**config.mk**
```make
export PLATFORM = sky130hd
export DESIGN_NAME = fmt_num_ascii
export DESIGN_NICKNAME = d
export VERILOG_FILES = /design/src/rtl/fmt_num_ascii.sv
export SDC_FILE = /design/constraint.sdc
export NUM_CORES = 1
export LEC_CHECK = 0
export ABC_AREA = 1
export CORE_ASPECT_RATIO = 1.5
export CORE_UTILIZATION = 55
export CTS_BUF_LIST = sky130_fd_sc_hd__clkbuf_4
export CTS_CLUSTER_SIZE = 10
export DETAILED_ROUTE_END_ITERATION = 10
export PLACE_DENSITY = 0.76
export SETUP_SLACK_MARGIN = 0.05
export SLEW_MARGIN = 20
export SYNTH_ARGS = -nofsm -noshare
export SYNTH_HDL_FRONTEND = slang
export SYNTH_SLANG_ARGS = --single-unit
```
**constraint.sdc**
```tcl
create_clock -name clk -period 4.6 [get_ports clk]
set_input_delay 0.69 -clock clk [delete_from_list [all_inputs] [get_ports clk]]
set_output_delay 0.69 -clock clk [all_outputs]
set_load 0.01 [all_outputs]
```
**src/rtl/fmt_num_ascii.sv**
```systemverilog
// Streaming binary-to-ASCII number formatter: decimal (double-dabble), hex or binary, padded or minimal width.
// Optional signed decimal support is enabled by defining FMT_NUM_SIGNED_EN.
module fmt_num_ascii #(
  parameter int unsigned WIDTH = 16
) (
  input  logic             clk,
  input  logic             rst_n,
  input  logic             in_valid,
  output logic             in_ready,
  input  logic [WIDTH-1:0] in_value,
  input  logic [1:0]       in_fmt,
  input  logic             in_pad,
`ifdef FMT_NUM_SIGNED_EN
  input  logic             in_signed,
`endif
  output logic             out_valid,
  input  logic             out_ready,
  output logic [7:0]       out_data,
  output logic             out_last,
  output logic             busy
);

  // Number of decimal digits needed for the largest unsigned WIDTH-bit value
  function automatic int unsigned dec_digits(input int unsigned w);
    longint unsigned m;
    int unsigned     n;
    m = (64'd1 << w) - 64'd1;
    n = 0;
    for (int k = 0; k < 20; k++) begin
      if (m != 64'd0) begin
        n = n + 1;
        m = m / 64'd10;
      end
    end
    return n;
  endfunction

  localparam int unsigned DEC_DIG = dec_digits(WIDTH);
  localparam int unsigned HEX_DIG = (WIDTH + 3) / 4;
  localparam int unsigned NDIG    = (WIDTH > DEC_DIG) ? WIDTH : DEC_DIG;
  localparam int unsigned DW      = NDIG * 4;
  localparam int unsigned BW      = DEC_DIG * 4;
  localparam int unsigned HW      = HEX_DIG * 4;
  localparam int unsigned IW      = $clog2(NDIG + 2);
  localparam int unsigned CW      = $clog2(WIDTH + 1);

  localparam logic [1:0] FMT_DEC = 2'd0;
  localparam logic [1:0] FMT_HEX = 2'd1;
  localparam logic [1:0] FMT_BIN = 2'd2;

  typedef enum logic [1:0] {
    S_IDLE = 2'd0,
    S_CONV = 2'd1,
    S_EMIT = 2'd2
  } state_e;

  // One double-dabble step: add-3 correction on every BCD digit, then shift in the next bit
  function automatic logic [BW-1:0] dabble(input logic [BW-1:0] bcd, input logic bit_in);
    logic [BW-1:0] adj;
    adj = bcd;
    for (int k = 0; k < int'(DEC_DIG); k++) begin
      if (adj[k*4 +: 4] >= 4'd5) adj[k*4 +: 4] = adj[k*4 +: 4] + 4'd3;
    end
    return {adj[BW-2:0], bit_in};
  endfunction

  // Index of the most significant non-zero digit, 0 when the buffer is all zero
  function automatic logic [IW-1:0] msd_of(input logic [DW-1:0] dig);
    logic [IW-1:0] msd;
    msd = '0;
    for (int k = 0; k < int'(NDIG); k++) begin
      if (dig[k*4 +: 4] != 4'd0) msd = IW'(k);
    end
    return msd;
  endfunction

  state_e           state_q, state_d;
  logic [1:0]       fmt_q, fmt_d;
  logic             pad_q, pad_d;
  logic [WIDTH-1:0] shreg_q, shreg_d;
  logic [CW-1:0]    cnt_q, cnt_d;
  logic [DW-1:0]    dig_q, dig_d;
  logic [IW-1:0]    idx_q, idx_d;
  logic [IW-1:0]    msd_q, msd_d;
  logic             out_valid_q, out_valid_d;
  logic [7:0]       out_data_q, out_data_d;
  logic             out_last_q, out_last_d;
  logic             in_ready_q, in_ready_d;
  logic             busy_q, busy_d;
`ifdef FMT_NUM_SIGNED_EN
  logic             sgn_q, sgn_d;
  logic             neg_q, neg_d;
`endif

  logic             emit_go;
  logic             ld_char;
  logic [3:0]       dig_sel;
  logic [HW-1:0]    hex_val;

  // Next-state, datapath and output-register logic
  always_comb begin
    state_d     = state_q;
    fmt_d       = fmt_q;
    pad_d       = pad_q;
    shreg_d     = shreg_q;
    cnt_d       = cnt_q;
    dig_d       = dig_q;
    idx_d       = idx_q;
    msd_d       = msd_q;
    out_valid_d = out_valid_q;
    out_data_d  = out_data_q;
    out_last_d  = out_last_q;
`ifdef FMT_NUM_SIGNED_EN
    sgn_d       = sgn_q;
    neg_d       = neg_q;
`endif
    emit_go     = 1'b0;
    ld_char     = 1'b0;
    dig_sel     = 4'd0;
    hex_val     = HW'(in_value);

    case (state_q)
      S_IDLE: begin
        if (in_valid && in_ready_q) begin
          fmt_d = (in_fmt == 2'd3) ? FMT_HEX : in_fmt;
          pad_d = in_pad;
          cnt_d = '0;
          dig_d = '0;
`ifdef FMT_NUM_SIGNED_EN
          sgn_d   = in_signed && (fmt_d == FMT_DEC);
          neg_d   = sgn_d && in_value[WIDTH-1];
          shreg_d = neg_d ? (~in_value + WIDTH'(1)) : in_value;
`else
          shreg_d = in_value;
`endif
          if (fmt_d == FMT_DEC) begin
            state_d = S_CONV;
          end else begin
            if (fmt_d == FMT_HEX) begin
              dig_d = DW'(hex_val);
            end else begin
              for (int k = 0; k < int'(WIDTH); k++) dig_d[k*4 +: 4] = {3'b000, in_value[k]};
            end
            state_d = S_EMIT;
            emit_go = 1'b1;
          end
        end
      end

      S_CONV: begin
        dig_d   = DW'(dabble(dig_q[BW-1:0], shreg_q[WIDTH-1]));
        shreg_d = {shreg_q[WIDTH-2:0], 1'b0};
        cnt_d   = cnt_q + CW'(1);
        if (cnt_q == CW'(WIDTH - 1)) begin
          state_d = S_EMIT;
          emit_go = 1'b1;
        end
      end

      S_EMIT: begin
        if (out_ready) begin
          if (out_last_q) begin
            state_d     = S_IDLE;
            out_valid_d = 1'b0;
            out_last_d  = 1'b0;
            out_data_d  = 8'h00;
          end else begin
            idx_d   = idx_q - IW'(1);
            ld_char = 1'b1;
          end
        end
      end

      default: begin
        state_d     = S_IDLE;
        out_valid_d = 1'b0;
        out_last_d  = 1'b0;
        out_data_d  = 8'h00;
      end
    endcase

    // Field start: padded width, or jump straight to the first significant digit
    if (emit_go) begin
      msd_d = msd_of(dig_d);
      if (pad_d) begin
        case (fmt_d)
          FMT_DEC: begin
`ifdef FMT_NUM_SIGNED_EN
            idx_d = sgn_d ? IW'(DEC_DIG) : IW'(DEC_DIG - 1);
`else
            idx_d = IW'(DEC_DIG - 1);
`endif
          end
          FMT_HEX: idx_d = IW'(HEX_DIG - 1);
          default: idx_d = IW'(WIDTH - 1);
        endcase
      end else begin
        idx_d = msd_d;
`ifdef FMT_NUM_SIGNED_EN
        if (neg_d) idx_d = msd_d + IW'(1);
`endif
      end
      ld_char = 1'b1;
    end

    // Character at idx_d: leading positions of a decimal field become spaces (or the sign)
    if (ld_char) begin
      dig_sel     = 4'(dig_d >> (32'(idx_d) * 32'd4));
      out_data_d  = 8'h30 + {4'h0, dig_sel};
      if ((fmt_d == FMT_HEX) && (dig_sel > 4'd9)) begin
        out_data_d = 8'h57 + {4'h0, dig_sel};
      end else if ((fmt_d == FMT_DEC) && (idx_d > msd_d)) begin
        out_data_d = 8'h20;
      end
`ifdef FMT_NUM_SIGNED_EN
      if ((fmt_d == FMT_DEC) && neg_d && (idx_d == msd_d + IW'(1))) out_data_d = 8'h2d;
`endif
      out_valid_d = 1'b1;
      out_last_d  = (idx_d == '0);
    end

    in_ready_d = (state_d == S_IDLE);
    busy_d     = (state_d != S_IDLE);
  end

  always_ff @(posedge clk or negedge rst_n) begin
    if (!rst_n) begin
      state_q     <= S_IDLE;
      fmt_q       <= FMT_DEC;
      pad_q       <= 1'b0;
      shreg_q     <= '0;
      cnt_q       <= '0;
      dig_q       <= '0;
      idx_q       <= '0;
      msd_q       <= '0;
      out_valid_q <= 1'b0;
      out_data_q  <= 8'h00;
      out_last_q  <= 1'b0;
      in_ready_q  <= 1'b1;
      busy_q      <= 1'b0;
`ifdef FMT_NUM_SIGNED_EN
      sgn_q       <= 1'b0;
      neg_q       <= 1'b0;
`endif
    end else begin
      state_q     <= state_d;
      fmt_q       <= fmt_d;
      pad_q       <= pad_d;
      shreg_q     <= shreg_d;
      cnt_q       <= cnt_d;
      dig_q       <= dig_d;
      idx_q       <= idx_d;
      msd_q       <= msd_d;
      out_valid_q <= out_valid_d;
      out_data_q  <= out_data_d;
      out_last_q  <= out_last_d;
      in_ready_q  <= in_ready_d;
      busy_q      <= busy_d;
`ifdef FMT_NUM_SIGNED_EN
      sgn_q       <= sgn_d;
      neg_q       <= neg_d;
`endif
    end
  end

  assign in_ready  = in_ready_q;
  assign out_valid = out_valid_q;
  assign out_data  = out_data_q;
  assign out_last  = out_last_q;
  assign busy      = busy_q;

endmodule

```
### Word level (Yosys, flattened, before mapping)

Cells that the tools add are included.

* register bits: 112
* input bits: 23
* output and inout port bits: 12
* logic and storage cells: 136

* add/sub/neg operators: 9
* $lt $le $gt $ge: 7
* eq/ne operators: 10
* shift-type cells: 1
* muxes and demuxes: 67
* reductions and logical operators: 29

Operators with widths (number)
* $pmux W64 S2: 1
* $mux W61: 2
* $mux W5: 21
* $mux W64: 1
* $shr A64 B7 Y4: 1
* $reduce_bool A4 Y1: 15
* $mux W8: 4
* $pmux W16 S2: 1
* $ge A4 B3 Y1 const B: 5
* $add A4 B2 Y4 const B: 4
* $mux W16: 1
* $mux W2: 8
* $mux W4: 4
* $pmux W8 S2: 1
* $mux W1: 15
* $pmux W5 S2: 1
* $add A7 B4 Y8 const A: 1
* $logic_not A2 Y1: 4
* $pmux W4 S2: 1
* $add A6 B4 Y7 const A: 1
* $mux W7: 1
* $eq A2 B1 Y1 const B: 3
* $ne A3 B3 Y1 const B: 2
* $pmux W1 S2: 3
* 17 further kinds: 22

### Depth between registers and ports, before layout

Gate-level depths: netlist of the first run.

* word-level depth: 30
* mapped depth: 43
* mapped depth without buffers: 43

### Worst setup path before layout of the first run

Ideal clock, no wire load.

* kind: in2reg
* from: in in_valid
* to: reg out_data_q[2] (netlist: out_data[2])
* setup time: 117 ps
* data arrival time: 3993 ps
* data required time: 4483 ps
* path slack: 490 ps
* stages on the path: 36
* path buffers: 3
* path through: nand2_1 clkinv_1 nand2_4 nand2_8 buf_6 o22ai_1 nor2_1 and3_1 nand2_1 nand2_1 nand2_1 nand2_1 nand2_1 nand2_1 nand2_1 nand2_1 nand2_1 nand2_1 nand2_1 nand3_2 nand2_4 nand2_4 buf_6 buf_6 o211ai_2 nand3_1 nand3_1 nand3_2 ha_1 or2_2 nand2_1 nand2_2 nand2_1 nand2_1 nand2_1 nand2_1

* longest elaborated chain between the ends: 26
* elaborated cells between the ends (all ways): 60
* classes of those cells: add/sub: 2; order compare: 2; eq/ne: 4; shift: 1; mux: 31; reduce/logical: 20

Ends and longest elaborated chain
* start: declaration: RTL line 8 `input logic in_valid,`
* $logic_and A1 B1 Y1 (*): RTL line 124 `if (in_valid && in_ready_q) begin`
* $mux W64: RTL line 124
* $pmux W64 S2: RTL line 122 `case (state_q)`
* $reduce_bool A4 Y1: RTL line 72 `if (dig[k*4 +: 4] != 4'd0) msd = IW'(k);`
* $mux W1: RTL line 72
* $mux W5 (14 in series): RTL line 72
* $mux W5: RTL line 185 `if (pad_d) begin`
* $mux W5 (*): RTL line 183 `if (emit_go) begin`
* net idx_d[0]: RTL line 83 `logic [IW-1:0] idx_q, idx_d;`
* $shr A64 B7 Y4 / $gt A5 B5 Y1 (equally long branches): RTL line 208, 212
* $add A6 B4 Y7, or another cell as far along: RTL line 209 `out_data_d = 8'h30 + {4'h0, dig_sel};`
* $mux W7 / $logic_and A1 B1 Y1 (equally long branches): RTL line 212, 210
* $mux W8 (*): RTL line 210 `if ((fmt_d == FMT_HEX) && (dig_sel > 4'd9)) begin`
* $mux W8 (*): RTL line 207 `if (ld_char) begin`
* end signal: assignment: RTL line 255 `out_data_q <= out_data_d;`
* end: declaration: RTL line 86 `logic [7:0] out_data_q, out_data_d;`

Mark *: on every way through the listed nets, which the timed path passes. The rest lies on a longest branch.
A chain may end at the register's enable or synchronous reset.

### Worst setup path in the final report of the first run

* from: in in_valid
* to: reg out_data_q[2] (netlist: out_data[2])

* elaborated cells between the ends (all ways): 60
* classes of those cells: add/sub: 2; order compare: 2; eq/ne: 4; shift: 1; mux: 31; reduce/logical: 20

RTL lines
* $logic_and A1 B1 Y1 (*): RTL line 124
* $mux W64 (*): RTL line 124
* $pmux W64 S2 (*): RTL line 122
* net dig_d[14]: RTL line 82 `logic [DW-1:0] dig_q, dig_d;`
* $reduce_bool A4 Y1: RTL line 72
* $mux W5 (13 in series): RTL line 72
* $mux W5: RTL line 185
* $mux W5: RTL line 183
* $shr A64 B7 Y4 / $gt A5 B5 Y1 (equally long branches): RTL line 208, 212
* $add A6 B4 Y7, or another cell as far along: RTL line 209
* $mux W7 / $logic_and A1 B1 Y1 (equally long branches): RTL line 212, 210
* $mux W8 (*): RTL line 210
* $mux W8 (*): RTL line 207

Marks and branches as above.

==> impl_results.md, run 1 <==
* Outcome: finished clean
* Max incr delay on CP at 470 ps
* Dpl ws at -373 ps
* Die X at 90.4 um
* Ys Warns at 0
* List of most frequent post-synthesis cells: 211 x nand2_1, 119 x inv_1, 110 x dfrtp_1
* CP bufs+invs at 6
* ANT nets after route at 0
* Initial core utilization at 56.2%
* WHS at 198 ps
* Routed len/inst at 16.7 um
* Die H at 135 um
* Clock Tree Root: clkbuf_4
* Cell variety after synth at 48
* Seq/Total Area, Yosys at 43.1%
* Layout cells sized above 1 at 23.5%
* Row Count at 48
* Setup_tns at 0 ps
* #FFs+latches synth at 111
* Grt total ovfl at 0
* Fin crit period at 4360 ps
* Synth Instances at 839
* First-pass GRT wire length at 29.6 mm
* Max Root-Sink Buffers at 2
* Fmax at 0.230 GHz
* Fin. max-slew vios at 0
* Top FF cell, synth: dfrtp_1
* Max VDD drop at 0.414 mV
* Residual DRC count at 0
* RSZ-0062 raised after global routing: false
* Worst Skew at 27.6 ps
* Routed vias at 6281
* Synth top area cells: dfrtp_1 43%, nand2_1 12%, nand3_1 7.9%
* Mapped cell area at 6440 um^2
* Setup Crit Path Kind: input pin to register
* Die area at 12200 um^2
* Clock transition at path regs at 190 ps
* Number of global-route vias before repair at 6253
* Top-area cell type share of the netlist area at 42.7%
* DP HPWL at 14.0 mm
* Final non-filler cell total at 1134
* Cell with the most instances after synthesis: nand2_1
* Relative slew margins at 36.5%
* Initial drt markers at 362
* CTS tree: done
* Worst slew pin tran at 953 ps
* Fin worst setup slack at 243 ps
* WP data required at 4990 ps
* Crit-path slowest cell: clkdlybuf4s50_1
* I/O pins at 35
* Worst Hold Class: input pin to async pin
* CP Capture Type: register
* Pin count of the biggest net entering global routing at 84
* Cell count after placement at 1102
* Leak pwr at 4.27 nW
* Asr flop ratio synth at 100%
* Syn nets at 882
* Clk_lat worst skew at 490 ps
* Hold Violations, Final at 0
* Area of the core at 11500 um^2
* Critical path fanouts, max at 18
* TritonCTS buffer count at 9
* Worst Path Arrival at 4750 ps
* Crit path launch type: input pin
* Max H-tree Level at 3
* Antenna violations before repair at 1
* GP Congestion at 0.938
* R2R Setup Slk at 310 ps
* Setup-failing EPs final at 0
* Clk sinks at 111
* Post-Route WL at 18.9 mm
* DR vias/cell at 5.54
* Syn_area_per_cell at 7.68 um^2
* Port bufs at 33
* Total track usage at 31.2%
* Area Growth Syn to Fin at 24.9%
* TritonRoute pass-1 iters at 5
* PD cells at 715 nW/um^2
* CP dominant cell by count: nand2_1
* Crit path max-delay family: simple AND/OR/NAND/NOR gates
* Total Nets Final at 1021
* Fin crit share at 94.7%
* Number of max-cap violations at 0
* Yosys top cell by area: dfrtp_1
* EDFF count, synth at 0
## cells by family (layout without fill, tap and decap cells)
| group | after synthesis | after routing | synth area share (%) |
|---|---|---|---|
| other cells | 1 | 2 | 0.0582 |
| simple gates | 425 | 428 | 30.5 |
| fa+ha+maj | 20 | 20 | 3.88 |
| xor+xnor | 5 | 5 | 0.679 |
| compound gates | 106 | 106 | 10.2 |
| flops | 111 | 111 | 43.1 |
| buf+inv | 171 | 312 | 11.5 |
## placed cells by master (no fill, tap or decap), types with 6 or more instances in the layout
cell type	instances
a21oi_1	16
nor2_1	54
nand3_1	97
nor4_2	6
inv_1	115
nor3_1	8
nand3_2	10
o21ai_0	38
inv_2	22
nand2_4	7
o21ai_1	9
nand2_2	6
buf_4	114
nor2_2	10
dfrtp_1	110
ha_1	15
nand2_1	205
clkbuf_4	11
o211ai_1	17
clkdlybuf4s50_1	32
## timing repair
action,CTS,global route
buffers inserted,0,11
endpoints found under the setup margin,0,7
hold buffers,0,0
resized for setup,0,53
## layer usage
layer | track usage, % | up-vias | share of wire (%)
met5 | 0 | - | 0
li1 | - | 2966 | -
met1 | 34.3 | 2965 | 37
met4 | 19.7 | 0 | 6.0
met2 | 56.1 | 258 | 52
met3 | 4.56 | 92 | 5.2
## report_power, final
part / leakage [nW] / internal, mW / switching, mW
registers: 1.46 / 1.27 / 0.172
logic: 2.73 / 1.56 / 2.29
clock network: 0.0720 / 0.131 / 0.334
total: 4.27 / 2.96 / 2.79
## stage by stage
| stage | power (mW) | area [um^2] | util (%) |
|---|---|---|---|
| floorplan | 3.54 | 6440 | - |
| global placement | 4.73 | 7600 | 66.2 |
| finish | 5.75 | 8050 | 70.2 |
| detailed placement | 4.86 | 7600 | 66.2 |
| CTS | 5.34 | 7720 | 67.3 |
| global route | 6.16 | 8050 | 70.2 |
## sequential cells by signal, summed over array words and instances, names as in the netlist, 2 cells and up
name,count
dig_q,64
shreg_q,16
out_data,7
cnt_q,5
idx_q,5
msd_q,5
fmt_q,2
state_q,2
## final cells by class
| class | count | area, um^2 |
|---|---|---|
| clock inverters | 5 | 43.8 |
| multi-input cells | 560 | 3110 |
| clock buffers | 11 | 82.6 |
| diodes | 1 | 2.50 |
| inverters | 143 | 557 |
| flip-flops and latches | 111 | 2780 |
| repair buffers | 153 | 1290 |
| well taps | 150 | 188 |
| fillers | 902 | 3420 |
## worst paths after layout
path | startpoint | end | depth (start not counted)
max | in_valid | out_data[2] | 40
min | rst_n | shreg_q[5] | 1
max reg2reg | state_q[1] | out_data[2] | 36
min reg2reg | dig_q[58] | dig_q[58] | 2
max in group asynchronous | rst_n | in_ready | 2
min in group clk | dig_q[58] | dig_q[58] | 2
Note: power is estimated with default switching activity, not from simulation.
==> run 2, diff against run 1 <==
Settings changed: SLEW_MARGIN 20 to default.
==> impl_results.md, run 2 (synthesized netlist as in run 1, its figures left out) <==
* Outcome: finished clean
* Die area at 12200 um^2 (unchanged)
* Area of the core at 11500 um^2 (unchanged)
* Grt total ovfl at 0 (unchanged)
* DP HPWL at 14.0 mm (unchanged)
* DR vias/cell at 5.53 (-0.13%)
* Clock Tree Root: clkbuf_4
* Worst Skew at 28.2 ps (+0.637 ps)
* CP bufs+invs at 6 (unchanged)
* Clk sinks at 111 (unchanged)
* R2R Setup Slk at 320 ps (about the same)
* Pin count of the biggest net entering global routing at 84 (unchanged)
* Die H at 135 um (unchanged)
* Crit path max-delay family: simple AND/OR/NAND/NOR gates
* Post-route cell area at 8040 um^2 (about the same)
* Fin crit period at 4360 ps (+1.20 ps)
* Setup-failing EPs final at 0 (unchanged)
* Max VDD drop at 0.414 mV (about the same)
* Setup Crit Path Kind: input pin to register
* Area Growth Syn to Fin at 24.8% (about the same)
* Crit path launch type: input pin
* Residual DRC count at 0 (unchanged)
* Max H-tree Level at 3 (unchanged)
* PD cells at 715 nW/um^2 (about the same)
* Clock transition at path regs at 190 ps (about the same)
* Routed len/inst at 16.7 um (about the same)
* Reg2reg path depth at 36 (unchanged)
* CP Capture Type: register
* Total track usage at 31.2% (unchanged)
* CTS tree: done
* Die X at 90.4 um (unchanged)
* CP dominant cell by count: nand2_1
* Row Count at 48 (unchanged)
* FILL cells at 903 (+0.11%)
* Fin worst setup slack at 242 ps (-1.20 ps)
* Reg with most FFs: dig_q
* Final non-filler cell total at 1134 (unchanged)
* Post-Route WL at 18.9 mm (about the same)
* First-pass GRT wire length at 29.6 mm (unchanged)
* Port bufs at 33 (unchanged)
* Commonest non-fill, non-tap cell in the layout: nand2_1
* Worst Path Arrival at 4750 ps (about the same)
* CP Depth at 40 (unchanged)
* Reg2reg end: out_data[2]
* Initial core utilization at 56.2% (unchanged)
* Worst Hold Class: input pin to async pin
* Reg2reg start: state_q[1]
* Max Root-Sink Buffers at 2 (unchanged)
* Fin crit share at 94.7% (about the same)
* Fin. max-slew vios at 0 (unchanged)
* WP data required at 4990 ps (about the same)
* Antenna violations before repair at 1 (unchanged)
* Fmax at 0.229 GHz (about the same)
* Dpl ws at -373 ps (unchanged)
* Clk_lat worst skew at 490 ps (about the same)
* Number of max-cap violations at 0 (unchanged)
* Number of flip-flops in the largest register at 64 (unchanged)
* Worst slew pin tran at 1060 ps (+111 ps)
* Max incr delay on CP at 470 ps (about the same)
* Leak pwr at 4.27 nW (about the same)
* Crit-path slowest cell: clkdlybuf4s50_1
* Layout cells sized above 1 at 23.5% (unchanged)
* Cell count after placement at 1102 (unchanged)
* TritonCTS buffer count at 9 (unchanged)
* Area after DPL at 7600 um^2 (unchanged)
* RSZ-0062 raised after global routing: false
* Final Util at 70.1% (about the same)
* Total Nets Final at 1021 (unchanged)
* Hold Violations, Final at 0 (unchanged)
* TritonRoute pass-1 iters at 5 (unchanged)
* ANT nets after route at 0 (unchanged)
* Relative slew margins at 29.1% (-7.4 points)
* Number of global-route vias before repair at 6253 (unchanged)
* I/O pins at 35 (unchanged)
* Critical path fanouts, max at 18 (unchanged)
* Initial drt markers at 359 (-0.83%)
* Most frequent cells in the layout: 205 x nand2_1, 115 x inv_1, 115 x buf_4
* Cts hold-fix bufs at 0 (unchanged)
* GP Congestion at 0.938 (unchanged)
* Routed vias at 6273 (-0.13%)
## run 2: worst reg2reg max path, delay by kind of cell (launching register included)
kind / cells / cell delay, ps
AND/OR/NAND/NOR: 29 / 2660
buffers and inverters: 5 / 750
AO/OA/AOI/OAI: 1 / 120
adder cells (fa/ha/maj): 1 / 200
flip-flops: 1 / 470
## run 2: worst max-delay path by stage
stage                        start           to
after detailed placement  in_valid  out_data[2]
after global routing      in_valid  out_data[6]
after CTS                 in_valid  out_data[2]
final                     in_valid  out_data[2]
after floorplan           in_valid  out_data[2]
after global placement    in_valid  out_data[2]
## run 2: layout make-up
type | instances | area, um^2 | share of cell area (%)
Timing Repair Buffer | 153 | 1280 | 15.9
Tap cell | 150 | 188 | 2.33
Clock inverter | 5 | 43.8 | 0.544
Antenna cell | 1 | 2.50 | 0.0311
Inverter | 143 | 557 | 6.92
Multi-Input combinational cell | 560 | 3110 | 38.7
Clock buffer | 11 | 82.6 | 1.03
Sequential cell | 111 | 2780 | 34.5
## run 2: layer usage
layer / share of wire, % / up-vias / track usage, %
li1: - / 2967 / -
met1: 37 / 2958 / 34.3
met2: 52 / 258 / 56.1
met3: 5.2 / 90 / 4.56
met4: 6.0 / 0 / 19.7
met5: 0 / - / 0
## run 2: power breakdown
group | switching [mW] | internal (mW)
clock | 0.334 | 0.131
combinational | 2.28 | 1.56
sequential | 0.172 | 1.27
## run 2: repair_timing
item	in CTS	in global routing
buffers inserted	0	11
endpoints found under the setup margin	0	7
resized for setup	0	53
## run 2: metrics by stage
stage                     hold WS (ps)  power [mW]  setup TNS [ps]
after global routing               423        6.16               0
after CTS                          371        5.34               0
after detailed placement           470        4.86           -2400
after floorplan                    394        3.54               0
final                              342        5.75               0
after global placement             455        4.73           -2060
==> run 3, diff against run 2 <==
Settings changed: SKIP_CTS_REPAIR_TIMING from default to 1.
==> results of run 3 <==
The final DEF is identical to that of run 2; final timing and power are the same.
